**src/rtl/if_pkg.sv**
```systemverilog
// Shared types for the instruction-fetch stage: fetch FSM states and the
// {pc, instr} record carried from memory response to decode.
package if_pkg;

    localparam int XLEN = 32;

    typedef enum logic [1:0] {
        IDLE = 2'd0,
        WAIT = 2'd1,
        DROP = 2'd2
    } fetch_state_t;

    typedef struct packed {
        logic [XLEN-1:0] pc;
        logic [XLEN-1:0] instr;
    } fetch_entry_t;

    function automatic fetch_entry_t make_entry(input logic [XLEN-1:0] pc,
                                                input logic [XLEN-1:0] instr);
        fetch_entry_t e;
        e.pc    = pc;
        e.instr = instr;
        return e;
    endfunction

endpackage

```
**src/rtl/if_fetch_queue_fifo.sv**
```systemverilog
// Synchronous FIFO of fetch entries with clear; the head is read straight
// from storage, so a pushed entry becomes visible the cycle after the push.
module fetch_fifo
    import if_pkg::*;
#(
    parameter int DEPTH = 2
) (
    input  logic                       clk,
    input  logic                       reset,
    input  logic                       i_clear,
    input  logic                       i_push,
    input  fetch_entry_t               i_push_data,
    input  logic                       i_pop,
    output fetch_entry_t               o_head,
    output logic                       o_valid,
    output logic [$clog2(DEPTH+1)-1:0] o_count
);

    localparam int PW = $clog2(DEPTH);
    localparam int CW = $clog2(DEPTH+1);
    localparam logic [CW-1:0] FULL_CNT = CW'(DEPTH);

    fetch_entry_t  r_mem [DEPTH];
    logic [PW-1:0] r_wr_ptr;
    logic [PW-1:0] r_rd_ptr;
    logic [CW-1:0] r_count;
    logic          w_push;
    logic          w_pop;
    logic          w_empty;

    assign w_empty = (r_count == '0);
    assign w_push  = i_push && (r_count != FULL_CNT);
    // Popping an empty FIFO is silently ignored.
    assign w_pop   = i_pop && !w_empty;

    // Entry storage; no reset needed since the head is masked while empty.
    always_ff @(posedge clk) begin
        if (w_push && !reset && !i_clear) begin
            r_mem[r_wr_ptr] <= i_push_data;
        end
    end

    // Pointers and occupancy; pointers wrap naturally since DEPTH is a power of two.
    always_ff @(posedge clk) begin
        if (reset || i_clear) begin
            r_wr_ptr <= '0;
            r_rd_ptr <= '0;
            r_count  <= '0;
        end else begin
            if (w_push) begin
                r_wr_ptr <= r_wr_ptr + PW'(1);
            end
            if (w_pop) begin
                r_rd_ptr <= r_rd_ptr + PW'(1);
            end
            case ({w_push, w_pop})
                2'b10:   r_count <= r_count + CW'(1);
                2'b01:   r_count <= r_count - CW'(1);
                default: r_count <= r_count;
            endcase
        end
    end

    assign o_valid = !w_empty;
    assign o_head  = w_empty ? '0 : r_mem[r_rd_ptr];
    assign o_count = r_count;

endmodule

```
**src/rtl/if_fetch_queue.sv**
```systemverilog
// Instruction-fetch stage: single-outstanding imem requests, response capture
// into a small FIFO toward decode, PC-advance feedback and redirect flush.
module if_fetch_queue
    import if_pkg::*;
#(
    parameter int DEPTH = 2,
    parameter int XLEN  = if_pkg::XLEN
) (
    input  logic                       clk,
    input  logic                       reset,
    input  logic [XLEN-1:0]            pc_in,
    output logic                       pc_en,
    input  logic                       flush,
    output logic                       imem_req_valid,
    output logic [XLEN-1:0]            imem_req_addr,
    input  logic                       imem_req_ready,
    input  logic                       imem_resp_valid,
    input  logic [XLEN-1:0]            imem_resp_data,
    output logic                       dec_valid,
    output logic [XLEN-1:0]            dec_instr,
    output logic [XLEN-1:0]            dec_pc,
    input  logic                       dec_ready,
    output logic [$clog2(DEPTH+1)-1:0] occupancy
);

    localparam int CW = $clog2(DEPTH+1);
    localparam logic [CW-1:0] FULL_CNT = CW'(DEPTH);

    fetch_state_t  r_state;
    fetch_state_t  w_next_state;
    logic [XLEN-1:0] r_req_pc;
    logic          w_req_valid;
    logic          w_req_fire;
    logic          w_push;
    logic          w_pop;
    logic          w_head_valid;
    logic [CW-1:0] w_count;
    fetch_entry_t  w_head;

    // A request only issues with room guaranteed for its response.
    assign w_req_valid = !reset && !flush && (r_state == IDLE) && (w_count < FULL_CNT);
    assign w_req_fire  = w_req_valid && imem_req_ready;
    assign w_pop       = w_head_valid && dec_ready && !flush;

    // Next-state and push decision for the fetch FSM.
    always_comb begin
        w_next_state = r_state;
        w_push       = 1'b0;
        case (r_state)
            IDLE: begin
                if (w_req_fire) begin
                    w_next_state = WAIT;
                end else begin
                    w_next_state = IDLE;
                end
            end
            WAIT: begin
                if (flush) begin
                    if (imem_resp_valid) begin
                        w_next_state = IDLE;
                    end else begin
                        w_next_state = DROP;
                    end
                end else if (imem_resp_valid) begin
                    w_push       = 1'b1;
                    w_next_state = IDLE;
                end else begin
                    w_next_state = WAIT;
                end
            end
            DROP: begin
                if (imem_resp_valid) begin
                    w_next_state = IDLE;
                end else begin
                    w_next_state = DROP;
                end
            end
            default: begin
                w_next_state = IDLE;
            end
        endcase
    end

    // FSM state and the PC of the outstanding request.
    always_ff @(posedge clk) begin
        if (reset) begin
            r_state  <= IDLE;
            r_req_pc <= '0;
        end else begin
            r_state <= w_next_state;
            if (w_req_fire) begin
                r_req_pc <= pc_in;
            end
        end
    end

    fetch_fifo #(
        .DEPTH (DEPTH)
    ) u_fifo (
        .clk         (clk),
        .reset       (reset),
        .i_clear     (flush),
        .i_push      (w_push),
        .i_push_data (make_entry(r_req_pc, imem_resp_data)),
        .i_pop       (w_pop),
        .o_head      (w_head),
        .o_valid     (w_head_valid),
        .o_count     (w_count)
    );

    assign imem_req_valid = w_req_valid;
    assign imem_req_addr  = pc_in;
    assign pc_en          = w_req_fire;
    assign dec_valid      = w_head_valid;
    assign dec_instr      = w_head.instr;
    assign dec_pc         = w_head.pc;
    assign occupancy      = w_count;

endmodule

```
**config.mk**
```make
export PLATFORM = sky130hd
export DESIGN_NAME = if_fetch_queue
export DESIGN_NICKNAME = d
export VERILOG_FILES = /design/src/rtl/if_pkg.sv /design/src/rtl/if_fetch_queue_fifo.sv /design/src/rtl/if_fetch_queue.sv
export SDC_FILE = /design/constraint.sdc
export NUM_CORES = 1
export LEC_CHECK = 0
export BUFFER_PORTS_ARGS = -buffer_cell sky130_fd_sc_hd__buf_2
export CAP_MARGIN = 5
export CORE_AREA = 2 2 122 124
export CTS_CLUSTER_DIAMETER = 150
export DETAILED_ROUTE_END_ITERATION = 6
export DIE_AREA = 0 0 124 126
export GPL_TIMING_DRIVEN = 1
export PLACE_DENSITY = 0.8
export SLEW_MARGIN = 20
export SYNTH_ARGS = -nofsm -noshare
export SYNTH_HDL_FRONTEND = slang
export SYNTH_SLANG_ARGS = --single-unit
```
**constraint.sdc**
```tcl
create_clock -name clk -period 5.8 [get_ports clk]
set_input_delay 0.29 -clock clk [delete_from_list [all_inputs] [get_ports clk]]
set_output_delay 0.29 -clock clk [all_outputs]
set_load 0.01 [all_outputs]
```
==> results of run 1 <==
[Yosys cell counts (all sizes together)]
master and number:
clkbuf 9, nor2b 1, nor4bb 1, inv 4, or3 1, nand3 32
xor2 2, dfxtp 39, buf 51, nor3b 2, mux2i 66, xnor2 1
ha 1, edfxtp 128, o21ai 35, nand2 34, and2 2, a211oi 1
or2 1, nor3 4, a21oi 2, nor2 70
[critical path, cell delays in order (launching register included)]
cell     delay (ns)
dfxtp_1        0.41
nor3_4         0.23
and2_2         0.85
buf_2          0.27
[state kept, by name, indices dropped and copies added, names as in the netlist, named ones only]
name and count:
u_fifo.r_wr_ptr 1, r_state 2, u_fifo.r_mem 128, u_fifo.o_count 2, r_req_pc 32, u_fifo.r_rd_ptr 1
[worst min path at each step]
stage / from / to / slack (ns) / cells after the start
2_1_floorplan: reset / r_state[1] / 0.37 / 1
3_3_place_gp: r_req_pc[20] / u_fifo.r_mem[1][52] / 0.43 / 0
3_5_place_dp: r_req_pc[16] / u_fifo.r_mem[1][48] / 0.44 / 0
4_1_cts: imem_resp_data[29] / u_fifo.r_mem[1][29] / 0.05 / 1
5_1_grt: imem_resp_data[9] / u_fifo.r_mem[0][9] / 0.04 / 1
6_report: imem_resp_data[5] / u_fifo.r_mem[0][5] / 0.06 / 1
[layout make-up]
cell class | instances | area (um^2) | area share
inverters | 4 | 15.01 | 0.001867
multi-input cells | 256 | 1669 | 0.2075
clock inverters | 10 | 131.4 | 0.01633
well taps | 184 | 230.2 | 0.02862
repair buffers | 176 | 915.9 | 0.1139
flip-flops and latches | 167 | 4628 | 0.5754
clock buffers | 22 | 454.2 | 0.05646
[kinds of logic (layout without fill, tap and decap cells)]
logic type	after synthesis	in the layout	share of synthesized area
multiplexers	66	66	0.09871
AND/OR/NAND/NOR	148	148	0.09703
buffers and inverters	64	212	0.06244
AO/OA/AOI/OAI	38	38	0.04505
adder cells (fa/ha/maj)	1	1	0.001869
flip-flops	167	167	0.6910
XOR/XNOR	3	3	0.003927
[layer usage]
layer  wire length [um]  global-route usage  part of all wire  up-vias
li1                   -                   -                 -     1976
met1               5423              0.1984              0.44     1900
met2               6003              0.2615              0.48      149
met3                774             0.04982             0.063       16
met4                178             0.05816             0.014        0
met5                  0                   0                 0        -
[where the power goes]
group          internal, mW  total [mW]  leakage, nW  switching [mW]
combinational        0.0384      0.0915         1.25          0.0531
clock                 0.684        1.10        0.278           0.420
sequential             1.30        1.31         1.53         0.00963
==> key figures, run 1 <==
Final layout
  • Final Cell Area: 8044 um^2
  • Layout fillers: about 1200
  • Fraction of layout cells with a size suffix above 1: 0.3795
  • Layout Nets: around 700
  • Commonest non-fill, non-tap cell in the layout: buf_2
  • N_diodes: 0
  • Final core utilization: 0.5620
  • Area growth syn-to-layout: 20.19%
  • Non-Filler Instances: about 800
  • Commonest non-fill, non-tap cells in the layout: buf_2 (170), edfxtp_1 (128), nor2_1 (69), mux2i_1 (66), dfxtp_1 (38)

GRT
  • Total track usage: 0.1595
  • Initial antenna violation count: 0
  • Vias in the first global route: a little under 4000
  • First-pass GRT wire length: between 15000 and 20000 um
  • Total grt overflow: 0
  • Largest net degree at the start of global routing: 66

Power and ir drop
  • Pwr Density: about 310 nW/um^2
  • IR Drop Worst-Case VDD: between 150 and 200 uV
  • Static Leak: around 3.1 nW
  • PnR Total Power: roughly 2.5 mW

Timing
  • Worst hold margin: 0.05525 ns
  • # setup viols final: 0
  • Worst slew pin tran: 1.019 ns
  • RSZ-0062 raised after global routing: false
  • Slew margin rel.: 0.3204
  • Fin. Hold Viols: 0
  • Final worst setup slack: about 3.3 ns
  • Fin crit share: 0.4285
  • Clock skew: between 0.01 and 0.015 ns
  • Max Fclk: 402.4 MHz
  • Tmin final: 2.485 ns
  • Fin Setup TNS: 0 ns
  • Fin. max-slew vios: 0

CTS
  • # H-tree levels: 4
  • Clock sink total: 167
  • Cts bufs inserted: 17
  • Clock buffer depth: 2
  • Root Buffer: clkbuf_16
  • Clk pin slew, worst setup/hold paths: around 0.060 ns
  • Postcts setup bufs: 0
  • CTS Hold Bufs: 0
  • CTS tree: done
  • Worst-Skew Late Latency: between 0.4 and 0.5 ns
  • PostCTS Resize Cnt: 0

Critical path
  • Crit-path max FO: 33
  • Depth of the worst register-to-register path: 4
  • Critical Path Source Type: flop
  • Critical Path Start: u_fifo.o_count[1]
  • Critical path endpoint: pc_en
  • Worst endpoint data arrival time: about 2.2 ns
  • WP data required: 5.51 ns
  • Critical path class: reg2out
  • Setup crit end kind: output port
  • Capturing point of the worst reg2reg path: u_fifo.r_mem[0][60]
  • R2R Setup Slk: between 3 and 4 ns
  • FF-to-FF Start: r_state[0]

Outcome
  • Status: complete, no violations

Floorplanning
  • Die Area: about 16000 um^2
  • Die W: 124 um
  • Core Footprint: about 14000 um^2
  • I/O Pins: 171
  • Initial core utilization: 0.4676
  • Die Y: about 130 um
  • Placement Rows: 44

Yosys
  • Syn avg cell area: between 10 and 15 um^2
  • Syn nets: 558
  • Post-synth cell types: 31
  • Synth top area cells: edfxtp_1 (57%), dfxtp_1 (12%), mux2i_1 (9.9%), nor2_1 (3.9%), o21ai_2 (3.8%)
  • Synth top area share: 0.5743
  • YS warnings: 0
  • Post-Synthesis Cells: about 490
  • Sequential area share after synthesis: 0.6910
  • Synthesized area: 6693 um^2
  • Synth Register Bits: roughly 170
  • Yosys top cell by area: edfxtp_1

Detailed routing
  • Drt drc: 0
  • Final ANT Viol Nets: 0
  • Drt pass-1 iters: 6
  • DRT iter0 DRCs: 212
  • Final Routed Wirelength: between 10000 and 15000 um
  • WL per Instance: 15.11 um
  • DR vias: 4041
  • Routed vias/inst: roughly 4.9

Placement
  • PortBufs: 170
  • Dpl cell area: ~7400 um^2
  • Placement Setup Slack: between 3 and 4 ns
  • Placed wire-length estimate: slightly below 8000 um
  • Placed insts: ~790
  • GPL Wtd Cong: between 0.7 and 0.8

Flow run
  • MaxCap Viol Count: 0

Min path
  • Worst Hold Class: in2reg
Power figures use the tool's default switching activity.
==> inputs of run 2 (changes only) <==
--- a/config.mk
+++ b/config.mk
@@ -7,12 +7,12 @@
 export LEC_CHECK = 0
 export BUFFER_PORTS_ARGS = -buffer_cell sky130_fd_sc_hd__buf_2
 export CAP_MARGIN = 5
-export CORE_AREA = 2 2 122 124
+export CORE_AREA = 2 2 116 118
 export CTS_CLUSTER_DIAMETER = 150
 export DETAILED_ROUTE_END_ITERATION = 6
-export DIE_AREA = 0 0 124 126
+export DIE_AREA = 0 0 118 120
 export GPL_TIMING_DRIVEN = 1
-export PLACE_DENSITY = 0.8
+export PLACE_DENSITY = 0.83
 export SLEW_MARGIN = 20
 export SYNTH_ARGS = -nofsm -noshare
 export SYNTH_HDL_FRONTEND = slang
==> constraint.sdc (replaced) <==
create_clock -name clk -period 2.3 [get_ports clk]
set_input_delay 0.115 -clock clk [delete_from_list [all_inputs] [get_ports clk]]
set_output_delay 0.115 -clock clk [all_outputs]
set_load 0.01 [all_outputs]
==> key figures, run 2 (same netlist as run 1, synthesis figures left out) <==
Final layout
  • Max reg flops: 128 (unchanged)
  • Top flop regs: u_fifo.r_mem x128, r_req_pc x32 (unchanged)
  • Final Cell Area: 8745 um^2 (was 8044 um^2)
  • Commonest non-fill, non-tap cell in the layout: buf_2 (unchanged)
  • Final core utilization: 0.6737 (was 0.5620)
  • Commonest non-fill, non-tap cells in the layout: buf_2 (170), edfxtp_1 (128), nor2_1 (69), mux2i_1 (66), dlygate4sd3_1 (66) (was buf_2 (170), edfxtp_1 (128), nor2_1 (69), mux2i_1 (66), dfxtp_1 (38))
  • Layout fillers: 895 (was 1193)
  • Biggest register: u_fifo.r_mem (unchanged)
  • N_diodes: 0 (unchanged)
  • Fraction of layout cells with a size suffix above 1: 0.3523 (was 0.3795)
  • Area growth syn-to-layout: 30.66% (was 20.19%)
  • Layout Nets: 762 (was 693)

Power and ir drop
  • IR Drop Worst-Case VDD: 498.2 uV (was 162.2 uV)
  • Sw Share: 0.2059 (was 0.1929)
  • Clock power share: 0.415 (was 0.441)
  • Pwr Density: 709.7 nW/um^2 (was 311.4 nW/um^2)
  • Comb pwr share: 0.053 (was 0.037)
  • Sequential share of power: 0.532 (was 0.522)
  • P_int: 4.928 mW (was 2.021 mW)
  • Psw: 1.278 mW (was 0.4832 mW)
  • Static Leak: 3.342 nW (was 3.054 nW)

CTS
  • Clock buffer depth: 2 (unchanged)
  • Clock sink total: 167 (unchanged)
  • Root Buffer: clkbuf_16 (unchanged)
  • Clk pin slew, worst setup/hold paths: 0.06 ns (about the same)
  • PostCTS Resize Cnt: 0 (unchanged)
  • CTS tree: done (unchanged)
  • Worst-Skew Late Latency: 0.42 ns (about the same)
  • Cts bufs inserted: 17 (unchanged)
  • # H-tree levels: 4 (unchanged)

Critical path
  • Critical Path Source Type: flop (unchanged)
  • Worst path top cell family by delay: flip-flops (was simple AND/OR/NAND/NOR gates)
  • Setup crit end kind: output port (unchanged)
  • CP peak stage delay: 0.61 ns (was 0.85 ns)
  • Crit-path max FO: 32 (was 33)
  • Worst endpoint data arrival time: 1.82 ns (was 2.20 ns)
  • CP bufs+invs: 2 (was 1)
  • Critical path class: reg2out (unchanged)
  • Cell Chain, Critical Path: buf_12, mux2i_1, nor2_1, buf_2 (was nor3_4, and2_2, buf_2)
  • WP data required: 2.18 ns (was 5.51 ns)
  • Slowest-stage cell, CP: dfxtp_4 (was and2_2)

GRT
  • Vias in the first global route: 4624 (was 3934)
  • First-pass GRT wire length: 22120 um (was 18760 um)
  • Total grt overflow: 0 (unchanged)
  • Initial antenna violation count: 0 (unchanged)
  • Largest net degree at the start of global routing: 66 (unchanged)
  • Total track usage: 0.2030 (was 0.1595)

Floorplanning
  • Core Footprint: 12980 um^2 (was 14310 um^2)
  • I/O Pins: 171 (unchanged)
  • Die W: 118 um (was 124 um)
  • Die Area: 14160 um^2 (was 15620 um^2)
  • Die Y: 120 um (was 126 um)
  • Placement Rows: 42 (was 44)
  • Initial core utilization: 0.5156 (was 0.4676)

Detailed routing
  • DR vias: 4376 (was 4041)
  • DRT iter0 DRCs: 277 (was 212)
  • Drt pass-1 iters: 4 (was 6)
  • Routed vias/inst: 4.973 (was 4.934)
  • WL per Instance: 15.69 um (was 15.11 um)
  • Final ANT Viol Nets: 0 (unchanged)
  • Final Routed Wirelength: 13800 um (was 12380 um)
  • Drt drc: 0 (unchanged)

Placement
  • Dpl cell area: 7542 um^2 (was 7431 um^2)
  • Placed wire-length estimate: 8366 um (was 7805 um)
  • PortBufs: 170 (unchanged)
  • GPL Wtd Cong: 0.8371 (was 0.7584)

Timing
  • Fin. Hold Viols: 0 (unchanged)
  • Clock skew: 0.006043 ns (was 0.01003 ns)
  • Fin Setup TNS: 0 ns (unchanged)
  • Max Fclk: around 520 MHz
  • Tmin final: approximately 1.9 ns
  • Worst hold margin: 0.01844 ns (was 0.05525 ns)
  • Fin crit share: 0.8418
  • RSZ-0062 raised after global routing: false (unchanged)
  • Worst slew pin tran: 0.5658 ns (was 1.019 ns)
  • # setup viols final: 0 (unchanged)
  • Fin. max-slew vios: 0 (unchanged)
  • Slew margin rel.: 0.6222 (was 0.3204)

Min path
  • Worst Hold Class: in2reg (unchanged)

Flow run
  • MaxCap Viol Count: 0 (unchanged)

Outcome
  • Status: complete, no violations (unchanged)
-- run 2: cell count changes in the layout (fill, tap and decap cells not counted), moves of 2 or more --
cell,before,now
nor3_2,2,0
clkinvlp_4,3,6
dfxtp_1,38,36
dlygate4sd3_1,0,66
buf_12,0,4
dfxtp_2,0,2
clkinv_2,3,1
nor3_4,1,3
bufinv_16,3,1
-- run 2: layout make-up --
| cell class | count | area (um^2) | area share |
|---|---|---|---|
| sequential | 167 | 4631 | 0.5295 |
| multi-input combinational | 256 | 1708 | 0.1953 |
| timing repair buffer | 245 | 1629 | 0.1863 |
| clock buffer | 20 | 436.7 | 0.04994 |
| tap | 176 | 220.2 | 0.02518 |
| clock inverter | 12 | 105.1 | 0.01202 |
| inverter | 4 | 15.01 | 0.001717 |
-- run 2: path summary, 6_finish.rpt --
kind	start	slack, ns	end	depth (start not counted)
setup / recovery	flop	0.36	dec_instr[3]	4
hold reg to reg	r_req_pc[15]	0.45	u_fifo.r_mem[0][47]	0
hold / removal	pc_in[25]	0.02	r_req_pc[25]	3
setup reg to reg	r_state[1]	0.38	u_fifo.r_mem[0][7]	4
-- run 2: what timing repair did --
action	CTS	global route
setup buffers	0	0
hold buffers	66	0
hold endpoints to repair	97	0
-- run 2: power by group through the flow --
stage          logic [mW]  registers, mW  clock network [mW]
2_1_floorplan       0.153           3.36                   0
3_5_place_dp        0.237           3.36                   0
3_3_place_gp        0.230           3.36                   0
5_1_grt             0.355           3.30                2.74
4_1_cts             0.324           3.30                2.62
6_report            0.328           3.30                2.58
-- run 2: per-layer routing --
metal / global-route usage / vias to the layer above / wire length [um]
met2: 0.3626 / 177 / 7054
li1: - / 2111 / -
met5: 0 / - / 0
met1: 0.2310 / 2064 / 5665
met4: 0.08434 / 0 / 273
met3: 0.05371 / 24 / 810
-- run 2: stage by stage --
step / std cells / total power, mW / worst slack [ns]
detailed placement: 782 / 3.601 / 0.3795
floorplan: 487 / 3.510 / -0.5061
global route: 880 / 6.396 / 0.2500
CTS: 880 / 6.239 / 0.3330
global placement: 782 / 3.589 / 0.4706
finish: 880 / 6.206 / 0.3639
-- run 2: worst reg2reg max path: cells and delay by family, from the launching register on --
family | cells | cell delay [ns]
DFF | 1 | 0.36
buffers and inverters | 1 | 0.45
AOI/OAI and AO/OA | 1 | 0.16
and+or+nand+nor | 2 | 0.57
==> inputs of run 3 (changes only) <==
--- a/config.mk
+++ b/config.mk
@@ -5,14 +5,15 @@
 export SDC_FILE = /design/constraint.sdc
 export NUM_CORES = 1
 export LEC_CHECK = 0
+export ABC_AREA = 1
 export BUFFER_PORTS_ARGS = -buffer_cell sky130_fd_sc_hd__buf_2
 export CAP_MARGIN = 5
-export CORE_AREA = 2 2 116 118
+export CORE_AREA = 2 2 121 123
 export CTS_CLUSTER_DIAMETER = 150
 export DETAILED_ROUTE_END_ITERATION = 6
-export DIE_AREA = 0 0 118 120
+export DIE_AREA = 0 0 123 125
 export GPL_TIMING_DRIVEN = 1
-export PLACE_DENSITY = 0.83
+export PLACE_DENSITY = 0.8
 export SLEW_MARGIN = 20
 export SYNTH_ARGS = -nofsm -noshare
 export SYNTH_HDL_FRONTEND = slang
==> constraint.sdc (replaced) <==
create_clock -name clk -period 1.7 [get_ports clk]
set_input_delay 0.085 -clock clk [delete_from_list [all_inputs] [get_ports clk]]
set_output_delay 0.085 -clock clk [all_outputs]
set_load 0.01 [all_outputs]
==> key figures, run 3 <==
Timing
  • Max Fclk: slightly above 600 MHz
  • Slew margin rel.: 0.6859 (was 0.6222)
  • Final worst setup slack: 0.05233 ns (was 0.3639 ns)
  • Fin. Hold Viols: 0 (unchanged)
  • Fin. max-slew vios: 0 (unchanged)
  • Worst slew pin tran: 0.4706 ns (was 0.5658 ns)
  • Worst hold margin: 0.02840 ns (was 0.01844 ns)
  • RSZ-0062 raised after global routing: true (was false)
  • Clock skew: 0.009159 ns (was 0.006043 ns)
  • Fin crit share: 0.9692
  • Fin Setup TNS: 0 ns (unchanged)
  • Tmin final: about 1.6 ns
  • # setup viols final: 0 (unchanged)

Power and ir drop
  • PnR Total Power: 8.530 mW (was 6.206 mW)
  • IR Drop Worst-Case VDD: 574.1 uV (was 498.2 uV)
  • Pwr Density: 936.6 nW/um^2 (was 709.7 nW/um^2)
  • Static Leak: 3.954 nW (was 3.342 nW)

Yosys
  • Syn avg cell area: 10.64 um^2 (was 13.74 um^2)
  • Adder-Cell Fraction of Synth Area: 0.001891 (was 0.001870)
  • Post-synth cell types: 24 (was 31)
  • EDFF count, synth: 128 (unchanged)
  • Synth cell count leaders: nand2_1 (201), edfxtp_1 (128), nor2_1 (69), a21oi_1 (68) (was edfxtp_1 (128), nor2_1 (70), mux2i_1 (66), dfxtp_1 (39), nand2_1 (34))
  • Yosys top cell by area: edfxtp_1 (unchanged)
  • Synth Area in XOR/XNOR: 0 (was 0.003926)
  • Post-Synthesis Cells: 622 (was 487)
  • Synth Flop Type: edfxtp_1 (unchanged)
  • Synth top area share: 0.5810 (was 0.5743)
  • Synthesized area: 6615 um^2 (was 6693 um^2)
  • Synth top area cells: edfxtp_1 (58%), dfxtp_1 (12%), nand2_1 (11%), a21oi_1 (5.1%), nor2_1 (3.9%) (was edfxtp_1 (57%), dfxtp_1 (12%), mux2i_1 (9.9%), nor2_1 (3.9%), o21ai_2 (3.8%))
  • Main combinational cell family by area after synthesis: simple AND/OR/NAND/NOR gates (was multiplexers)
  • Post-synthesis simple-gate area fraction: 0.1642 (was 0.09703)
  • YS warnings: 0 (unchanged)
  • Synth Register Bits: 167 (unchanged)
  • Sequential area share after synthesis: 0.6991 (was 0.6910)
  • Dominant cell by count in the synthesized netlist: nand2_1 (was edfxtp_1)
  • Asr flop ratio synth: 0 (unchanged)
  • Syn nets: 693 (was 558)
  • Compound-gate portion of the synthesized area: 0.05466 (was 0.04506)
  • Multiplexer share of the synthesized area: 0 (was 0.09871)

GRT
  • Largest net degree at the start of global routing: 51 (was 66)
  • Vias in the first global route: 4807 (was 4624)
  • Initial antenna violation count: 0 (unchanged)
  • Total grt overflow: 0 (unchanged)
  • First-pass GRT wire length: 22160 um (was 22120 um)
  • Total track usage: 0.1901 (was 0.2030)

Floorplanning
  • Die Y: 125 um (was 120 um)
  • Die W: 123 um (was 118 um)
  • I/O Pins: 171 (unchanged)
  • Die Area: 15380 um^2 (was 14160 um^2)
  • Placement Rows: 44 (was 42)
  • Core Footprint: 14200 um^2 (was 12980 um^2)
  • Initial core utilization: 0.4657 (was 0.5156)

Min path
  • Worst Hold Class: in2reg (unchanged)
  • Hold EP: r_state[1] (was r_req_pc[25])
  • Hold Startpoint: flush (was pc_in[25])
  • Hold depth: 3 (unchanged)

Detailed routing
  • Routed vias/inst: 4.709 (was 4.973)
  • Drt pass-1 iters: 4 (unchanged)
  • DR vias: 4888 (was 4376)
  • WL per Instance: 14.62 um (was 15.69 um)
  • Final ANT Viol Nets: 0 (unchanged)
  • DRT iter0 DRCs: 179 (was 277)
  • Drt drc: 0 (unchanged)
  • Final Routed Wirelength: 15180 um (was 13800 um)

CTS
  • # H-tree levels: 4 (unchanged)
  • CTS tree: done (unchanged)
  • Clock buffer depth: 2 (unchanged)
  • Cts bufs inserted: 17 (unchanged)
  • Clk pin slew, worst setup/hold paths: 0.06 ns (about the same)
  • Clock sink total: 167 (unchanged)
  • Worst-Skew Late Latency: 0.42 ns (about the same)
  • Root Buffer: clkbuf_16 (unchanged)

Final layout
  • Fraction of layout cells with a size suffix above 1: 0.2986 (was 0.3523)
  • Commonest non-fill, non-tap cell in the layout: nand2_1 (was buf_2)
  • Reg area: 4634 um^2 (was 4631 um^2)
  • N_diodes: 0 (unchanged)
  • Area growth syn-to-layout: 37.68% (was 30.66%)
  • Final core utilization: 0.6412 (was 0.6737)
  • Non-Filler Instances: 1038 (was 880)
  • Commonest non-fill, non-tap cells in the layout: nand2_1 (200), buf_2 (170), edfxtp_1 (128), nor2_1 (67), dlygate4sd3_1 (67) (was buf_2 (170), edfxtp_1 (128), nor2_1 (69), mux2i_1 (66), dlygate4sd3_1 (66))
  • Multi-input combinational cell area: 1580 um^2 (was 1708 um^2)
  • Max reg flops: 128 (unchanged)
  • Top flop regs: u_fifo.r_mem x128, r_req_pc x32 (unchanged)
  • Biggest register: u_fifo.r_mem (unchanged)
  • Layout fillers: 1079 (was 895)
  • Final Cell Area: 9107 um^2 (was 8745 um^2)
  • Layout Nets: 912 (was 762)

Placement
  • Placed wire-length estimate: 8106 um (was 8366 um)
  • Placed insts: 930 (was 782)
  • Dpl cell area: 7580 um^2 (was 7542 um^2)
  • GPL Wtd Cong: 0.7919 (was 0.8371)
  • Placement Setup Slack: 0.05610 ns (was 0.3795 ns)
  • PortBufs: 170 (unchanged)

Critical path
  • Capturing point of the worst reg2reg path: u_fifo.r_mem[0][31] (was u_fifo.r_mem[0][7])
  • CP peak stage delay: 0.38 ns (was 0.61 ns)
  • R2R Setup Slk: 0.08 ns (was 0.38 ns)
  • Depth of the worst register-to-register path: 5 (was 4)
  • WP data required: 1.62 ns (was 2.18 ns)
  • Critical Path Source Type: flop (unchanged)
  • Slowest-stage cell, CP: dfxtp_4 (unchanged)
  • Crit-path max FO: 14 (was 32)
  • Cell Chain, Critical Path: inv_2, nand2_2, inv_6, clkbuf_16, a21oi_1, buf_2 (was buf_12, mux2i_1, nor2_1, buf_2)
  • Critical path class: reg2out (unchanged)
  • Setup crit end kind: output port (unchanged)
  • FF-to-FF Start: r_state[1] (unchanged)
  • Worst endpoint data arrival time: 1.56 ns (was 1.82 ns)

Outcome
  • Status: complete, no violations (unchanged)

Flow run
  • MaxCap Viol Count: 0 (unchanged)
## run 3: report_power, final
part           switching (mW)  internal [mW]  total [mW]
registers              0.0298           4.43        4.46
logic                   0.220          0.246       0.466
clock network            1.38           2.23        3.60
## run 3: what timing repair did
item                                    in CTS  in global routing
hold buffers                                67                  0
hold endpoints to repair                   100                  0
pin swaps                                    1                  3
gates cloned                                 0                  7
buffers inserted                             1                  1
endpoints found under the setup margin      65                162
gates resized for setup                      9                 28
## run 3: worst max path at each step
stage	from	to	slack, ns	depth (start not counted)
6_report	u_fifo.o_count[1]	dec_pc[18]	0.05	6
5_1_grt	u_fifo.o_count[1]	dec_pc[15]	-0.02	6
4_1_cts	u_fifo.o_count[1]	dec_pc[11]	-0.003	6
3_5_place_dp	r_state[1]	u_fifo.r_mem[0][48]	0.06	5
3_3_place_gp	r_state[1]	u_fifo.r_mem[0][48]	0.1	5
2_1_floorplan	u_fifo.o_count[0]	u_fifo.r_mem[1][0]	-1.08	4
## run 3: cell type report
cell class                      count  share of cell area
Clock buffer                       29             0.05743
Multi-Input combinational cell    353              0.1735
Inverter                           41             0.01745
Sequential cell                   167              0.5089
Timing Repair Buffer              261              0.2131
Clock inverter                      3            0.004396
Tap cell                          184             0.02528
## run 3: cell families (layout without fill, tap and decap cells)
group | Yosys count | count (layout)
AND/OR/NAND/NOR | 280 | 280
flip-flops | 167 | 167
buffers and inverters | 102 | 334
AO/OA/AOI/OAI | 72 | 72
adder cells (fa/ha/maj) | 1 | 1
## run 3: worst max-delay path: cells and delay by family (launching register included)
family	cells	cell delay, ns
DFF	1	0.38
AOI/OAI and AO/OA	1	0.16
buffers and inverters	4	0.49
and+or+nand+nor	1	0.12
## run 3: per-layer routing
metal / share of wire / vias up / track usage
met5: 0 / - / 0
li1: - / 2458 / -
met4: 0.025 / 0 / 0.08222
met3: 0.065 / 27 / 0.05566
met1: 0.41 / 2242 / 0.2076
met2: 0.50 / 161 / 0.3386
